`src/rtl/fifo_pkg.sv`:
```
// Shared constants and helpers for the synchronous FIFO family.
package fifo_pkg;

    localparam int FIFO_MODE_STD  = 0;
    localparam int FIFO_MODE_FWFT = 1;

    // Ceiling log2, usable in constant expressions.
    function automatic int clog2(input int value);
        int r;
        r = 0;
        for (int i = 0; i < 31; i++) begin
            if ((1 << i) < value) r = i + 1;
        end
        return r;
    endfunction

endpackage

```
`src/rtl/fifo_ram_sc.sv`:
```
// Single-clock simple dual-port RAM: one synchronous write port, one asynchronous read port.
module fifo_ram_sc #(
    parameter int DATAWIDTH    = 8,
    parameter int ADDRESSWIDTH = 4
) (
    input  logic                    clk,
    input  logic                    we,
    input  logic [ADDRESSWIDTH-1:0] waddr,
    input  logic [DATAWIDTH-1:0]    wdata,
    input  logic [ADDRESSWIDTH-1:0] raddr,
    output logic [DATAWIDTH-1:0]    rdata
);

    logic [DATAWIDTH-1:0] mem [1<<ADDRESSWIDTH];

    always_ff @(posedge clk) begin
        if (we) mem[waddr] <= wdata;
    end

    assign rdata = mem[raddr];

endmodule

```
`src/rtl/fifo_sync_prog.sv`:
```
// Synchronous FIFO with programmable almost-flags, standard or first-word-fall-through read,
// synchronous flush and overflow/underflow pulses.
module fifo_sync_prog
    import fifo_pkg::*;
#(
    parameter int DATAWIDTH     = 8,
    parameter int ADDRESSWIDTH  = 4,
    parameter int DEPTH         = 1 << ADDRESSWIDTH,
    parameter int MODE          = FIFO_MODE_STD,
    parameter int AFULL_THRESH  = DEPTH - 2,
    parameter int AEMPTY_THRESH = 2
) (
    input  logic                  clk,
    input  logic                  reset_n,
    input  logic                  flush,
    input  logic                  write,
    input  logic [DATAWIDTH-1:0]  din,
    input  logic                  read,
    output logic [DATAWIDTH-1:0]  dout,
    output logic                  empty,
    output logic                  full,
    output logic                  almost_empty,
    output logic                  almost_full,
    output logic [ADDRESSWIDTH:0] count,
    output logic                  overflow,
    output logic                  underflow
);

    if (DEPTH != (1 << ADDRESSWIDTH) || clog2(DEPTH) != ADDRESSWIDTH) begin : g_bad_depth
        $error("fifo_sync_prog: DEPTH must equal 1<<ADDRESSWIDTH");
    end
    if (!(AEMPTY_THRESH >= 1 && AEMPTY_THRESH < AFULL_THRESH && AFULL_THRESH <= DEPTH - 1)) begin : g_bad_thresh
        $error("fifo_sync_prog: need 1 <= AEMPTY_THRESH < AFULL_THRESH <= DEPTH-1");
    end
    if (MODE != FIFO_MODE_STD && MODE != FIFO_MODE_FWFT) begin : g_bad_mode
        $error("fifo_sync_prog: MODE must be 0 or 1");
    end

    localparam logic [ADDRESSWIDTH:0] DEPTH_C = (ADDRESSWIDTH + 1)'(DEPTH);
    localparam logic [ADDRESSWIDTH:0] AF_C    = (ADDRESSWIDTH + 1)'(AFULL_THRESH);
    localparam logic [ADDRESSWIDTH:0] AE_C    = (ADDRESSWIDTH + 1)'(AEMPTY_THRESH);

    logic [ADDRESSWIDTH-1:0] wr_ptr;
    logic [ADDRESSWIDTH-1:0] rd_ptr;
    logic [ADDRESSWIDTH:0]   count_r;
    logic                    overflow_r;
    logic                    underflow_r;
    logic [DATAWIDTH-1:0]    ram_rdata;
    logic                    empty_w;
    logic                    full_w;
    logic                    wr_accept;
    logic                    rd_accept;

    assign empty_w   = (count_r == '0);
    assign full_w    = (count_r == DEPTH_C);
    assign wr_accept = write && !full_w && !flush;
    assign rd_accept = read && !empty_w && !flush;

    fifo_ram_sc #(
        .DATAWIDTH    (DATAWIDTH),
        .ADDRESSWIDTH (ADDRESSWIDTH)
    ) u_ram (
        .clk   (clk),
        .we    (wr_accept),
        .waddr (wr_ptr),
        .wdata (din),
        .raddr (rd_ptr),
        .rdata (ram_rdata)
    );

    // Pointers wrap naturally at DEPTH because DEPTH is a power of two.
    always_ff @(posedge clk or negedge reset_n) begin
        if (!reset_n) begin
            wr_ptr      <= '0;
            rd_ptr      <= '0;
            count_r     <= '0;
            overflow_r  <= 1'b0;
            underflow_r <= 1'b0;
        end else if (flush) begin
            wr_ptr      <= '0;
            rd_ptr      <= '0;
            count_r     <= '0;
            overflow_r  <= 1'b0;
            underflow_r <= 1'b0;
        end else begin
            if (wr_accept) wr_ptr <= wr_ptr + 1'b1;
            if (rd_accept) rd_ptr <= rd_ptr + 1'b1;
            case ({wr_accept, rd_accept})
                2'b10:   count_r <= count_r + 1'b1;
                2'b01:   count_r <= count_r - 1'b1;
                default: count_r <= count_r;
            endcase
            overflow_r  <= write && full_w;
            underflow_r <= read && empty_w;
        end
    end

    if (MODE == FIFO_MODE_STD) begin : g_std
        logic [DATAWIDTH-1:0] dout_r;

        always_ff @(posedge clk or negedge reset_n) begin
            if (!reset_n) begin
                dout_r <= '0;
            end else if (flush) begin
                dout_r <= '0;
            end else if (rd_accept) begin
                dout_r <= ram_rdata;
            end
        end

        assign dout = dout_r;
    end else begin : g_fwft
        // Head word is shown directly; forced to zero while empty so reset reads as 0.
        assign dout = empty_w ? '0 : ram_rdata;
    end

    assign empty        = empty_w;
    assign full         = full_w;
    assign almost_empty = (count_r <= AE_C);
    assign almost_full  = (count_r >= AF_C);
    assign count        = count_r;
    assign overflow     = overflow_r;
    assign underflow    = underflow_r;

endmodule

```
`config.mk`:
```
export PLATFORM = sky130hd
export DESIGN_NAME = fifo_sync_prog
export DESIGN_NICKNAME = d
export VERILOG_FILES = /design/src/rtl/fifo_pkg.sv /design/src/rtl/fifo_ram_sc.sv /design/src/rtl/fifo_sync_prog.sv
export SDC_FILE = /design/constraint.sdc
export NUM_CORES = 1
export LEC_CHECK = 0
export CAP_MARGIN = 40
export CORE_MARGIN = 2
export CORE_UTILIZATION = 50
export CTS_CLUSTER_SIZE = 24
export DETAILED_ROUTE_END_ITERATION = 16
export DONT_BUFFER_PORTS = 1
export PLACE_DENSITY = 0.71
export SYNTH_ARGS = -nofsm -noshare
export SYNTH_HDL_FRONTEND = slang
export SYNTH_SLANG_ARGS = --single-unit
export TNS_END_PERCENT = 10
```
`constraint.sdc`:
```
create_clock -name clk -period 2.8 [get_ports clk]
set_input_delay 0.28 -clock clk [delete_from_list [all_inputs] [get_ports clk]]
set_output_delay 0.28 -clock clk [all_outputs]
set_load 0.01 [all_outputs]
```
==> implementation parameters <==
Parameter                              Value

Synthesis
  Sequential-to-total area share from yosys stat    71.3%
  Synth area leader    sky130_fd_sc_hd__edfxtp_1
  Largest cells by area after synthesis    sky130_fd_sc_hd__edfxtp_1 62%, sky130_fd_sc_hd__mux4_2 12%, sky130_fd_sc_hd__dfrtp_1 9.3%, sky130_fd_sc_hd__mux2i_1 1.6%, sky130_fd_sc_hd__nor2_1 1.6%
  Async set-or-reset flop fraction in the synthesized netlist    15.2%
  Portion of netlist area occupied by mux cells    14.0%
  Simple-gate portion of the synthesized area    5.63%
  Average instance area after synthesis    18.1 µm²
  Dominant combinational cell family by area after synthesis    multiplexers
  Number of distinct library cell variants in the gate-level netlist after synthesis    40
  Count of flip-flops with a built-in enable after synthesis    128
  Synth Net Count    363
  Arithmetic-cell share of the synthesized area counting full adders, half adders and majority gates    1.41%
  Most common flop cell mapped by yosys    sky130_fd_sc_hd__edfxtp_1
  Top cell type's share of synthesized area    62.0%
  Area fraction in compound gates after synthesis    4.54%
  Flops & latches, synth    151
  Post-Synthesis Cell Area    6200 µm²
  Post-synthesis instance total    343
  Share of the synthesized netlist area taken by xor and xnor gates    1.13%
  Yosys warnings    0

STA
  Actual transition at the worst max-transition pin    0.821 ns
  Final worst slack    0.302 ns
  Setup Total Neg Slack    0 ns
  Final number of hold-violating endpoints    0
  Relative max-transition margin    43.8%
  Post-route minimum period    2.50 ns
  Number of failing setup endpoints in the final timing report    0
  RSZ-0062 raised after global routing    false
  Max Clock Skew    0.00858 ns
  Maximum clock frequency    400 MHz
  Pins Over Slew Limit    0
  Period Utilization, post-route    89.2%

Hold path
  Hold WC Path Type    in2reg

Drt
  Routed wire length per instance    20.3 µm
  Drt initial violations    295
  Vias post-DR    3,086
  Final routed wirelength across all metal layers    11,300 µm
  Detailed-route DRC error count    0
  Per-cell via count in the routed design    5.52
  Final antenna-violating net count    0
  Drt pass-1 iters    4

Placed design
  Pre-CTS WS    0.200 ns
  Port bufs    0
  Final Wtd Congestion    0.774
  Post-DP HPWL    7110 µm

GRT
  Overall overflow remaining after global route    0
  Vias in the first global route    3,144
  Total GRT Usage    19.0%
  Wire length of the first global-routing pass    18,000 µm
  Largest net degree at the start of global routing    35
  Antenna violations before repair    0

Cells and area
  Post-synthesis to final-layout area growth    15.6%
  Share of cells above drive strength 1    24.6%
  Final antenna diode count    0
  Filler Cell Count    878
  Net count reported at finish    399

Clock tree
  Count of cells resized by post-cts repair    0
  Largest buffer count on any clock path    2
  Clock latency reported for the late side of the worst-skew pair    0.41 ns
  Deepest level of the CTS H-tree    4
  Number of CTS-inserted buffers    17
  Root cell of the clock tree    sky130_fd_sc_hd__clkbuf_16
  CTS tree    built
  Count of clock tree sinks    151
  CTS clock-pin slew for the worst setup and hold paths    0.06 ns

Critical path
  CP Data Required Time    3.15 ns
  Worst-path maximum fanout    4
  Kind of end point of the critical path    register
  Launching element type of the critical path    register
  Critical path class    reg2reg
  Worst path arrival time    2.85 ns

Pwr
  Pwr dens    827 nW/µm²
  Worst IR Drop VDD    630 µV
  Static leakage    2.40 nW

Floorplan
  Effective utilization at floorplan    51.4%
  Core Region    12,100 µm²
  Area enclosed by the die boundary    13,300 µm²
  Floorplan die height    115 µm
  Floorplan die width    115 µm
  Row count    40
  Top-level port count    32

Outcome
  Result of the run    complete, no violations

Run
  Number of maximum-capacitance violations    0
Yosys cell counts, types with 4 or more instances:
master and instances:
sky130_fd_sc_hd__a211oi_1 8, sky130_fd_sc_hd__a21oi_1 10, sky130_fd_sc_hd__a22o_1 9, sky130_fd_sc_hd__buf_2 7
sky130_fd_sc_hd__clkbuf_1 6, sky130_fd_sc_hd__dfrtp_1 23, sky130_fd_sc_hd__edfxtp_1 128, sky130_fd_sc_hd__ha_1 7
sky130_fd_sc_hd__inv_1 5, sky130_fd_sc_hd__mux2i_1 10, sky130_fd_sc_hd__mux4_2 32, sky130_fd_sc_hd__nand2_1 12
sky130_fd_sc_hd__nand2b_1 6, sky130_fd_sc_hd__nor2_1 26, sky130_fd_sc_hd__nor2b_1 10, sky130_fd_sc_hd__nor3_1 4
sky130_fd_sc_hd__xor2_1 5
sequential cells by signal (all words and copies together) (netlist names):
signal and cells:
overflow 1, wr_ptr 4, dout 8, rd_ptr 4
count 5, u_ram.mem 128, underflow 1
metrics by stage:
| stage | area (µm²) | total power, mW | utilization (%) | hold slack (ns) | std cells |
|---|---|---|---|---|---|
| after global placement | 6480 | 3.83 | 53.8 | -0.0149 | 514 |
| after floorplan | 6200 | 3.60 | - | -0.0156 | 343 |
| final | 7160 | 5.92 | 59.4 | 0.0399 | 559 |
| after global routing | 7160 | 6.20 | 59.4 | 0.0394 | 559 |
| after CTS | 7140 | 5.97 | 59.2 | 0.0172 | 557 |
| after detailed placement | 6480 | 3.85 | 53.8 | -0.0150 | 514 |
power by group:
| group | switching [mW] | internal [mW] |
|---|---|---|
| Sequential | 0.184 | 2.56 |
| Clock | 0.859 | 1.20 |
| Combinational | 0.549 | 0.570 |
critical path, cell delays in order, from the launching register on:
cell	delay [ns]
sky130_fd_sc_hd__dfrtp_1	0.41
sky130_fd_sc_hd__nor4_4	0.37
sky130_fd_sc_hd__mux2i_2	0.31
sky130_fd_sc_hd__xnor2_1	0.10
sky130_fd_sc_hd__ha_1	0.22
sky130_fd_sc_hd__or3_2	0.41
sky130_fd_sc_hd__a21oi_1	0.15
sky130_fd_sc_hd__mux2i_1	0.11
sky130_fd_sc_hd__nor4_1	0.21
sky130_fd_sc_hd__a221o_1	0.16
layout make-up:
class	count	area [µm²]	area share, %
clock buffer	17	425	5.94
clock inverter	14	111	1.55
inverter	5	18.8	0.262
multi-input combinational	168	1660	23.1
sequential	151	4420	61.7
tap	168	210	2.93
timing repair buffer	36	320	4.47
placed cells by master (no fill, tap or decap), drive strengths merged, types with 3 or more instances in the layout:
master | netlist | routed
edfxtp | 128 | 128
clkbuf | 6 | 17
xnor2 | 3 | 3
clkinv | 0 | 7
mux4 | 32 | 32
clkinvlp | 0 | 5
dlygate4sd3 | 0 | 12
mux2 | 3 | 3
mux2i | 11 | 11
nand2b | 6 | 6
nor2 | 27 | 27
nor4 | 3 | 3
inv | 5 | 6
buf | 13 | 24
nor3 | 4 | 4
a22o | 9 | 9
xor2 | 5 | 5
nor2b | 10 | 10
nand2 | 12 | 12
a211oi | 9 | 9
ha | 7 | 7
a21oi | 11 | 11
dfrtp | 23 | 23
path summary, 6_finish.rpt:
check / slack [ns] / from / cells after the start / to
setup / recovery: 0.30 / count[2]$_DFFE_PN0P_ / 9 / count[4]$_DFFE_PN0P_
hold / removal: 0.04 / flush / 2 / overflow$_DFF_PN0_
setup reg to reg: 0.30 / count[2]$_DFFE_PN0P_ / 9 / count[4]$_DFFE_PN0P_
hold reg to reg: 0.57 / dout[6]$_DFFE_PN0P_ / 1 / dout[6]$_DFFE_PN0P_
max in group asynchronous: 2.04 / reset_n / 2 / rd_ptr[0]$_DFFE_PN0P_
min in group asynchronous: 0.26 / reset_n / 1 / count[2]$_DFFE_PN0P_
logic make-up after synthesis:
kind of cell             after synthesis
flip-flops                           151
AND/OR/NAND/NOR                       69
multiplexers                          46
AO/OA/AOI/OAI                         38
buffers and inverters                 24
XOR/XNOR                               8
adder cells (fa/ha/maj)                7
metal layers:
metal  track usage [%]  part of all wire [%]  up-vias
met5                 0                     0        -
met1              26.6                    43     1554
met3              5.17                   6.6       13
li1                  -                     -     1425
met4              7.39                   1.1        0
met2              28.8                    49       94
timing repair:
item | CTS | global route
buffers inserted | 0 | 1
setup endpoints to repair | 0 | 1
hold endpoints to repair | 160 | 0
hold buffers | 12 | 0
Power figures use the tool's default switching activity.
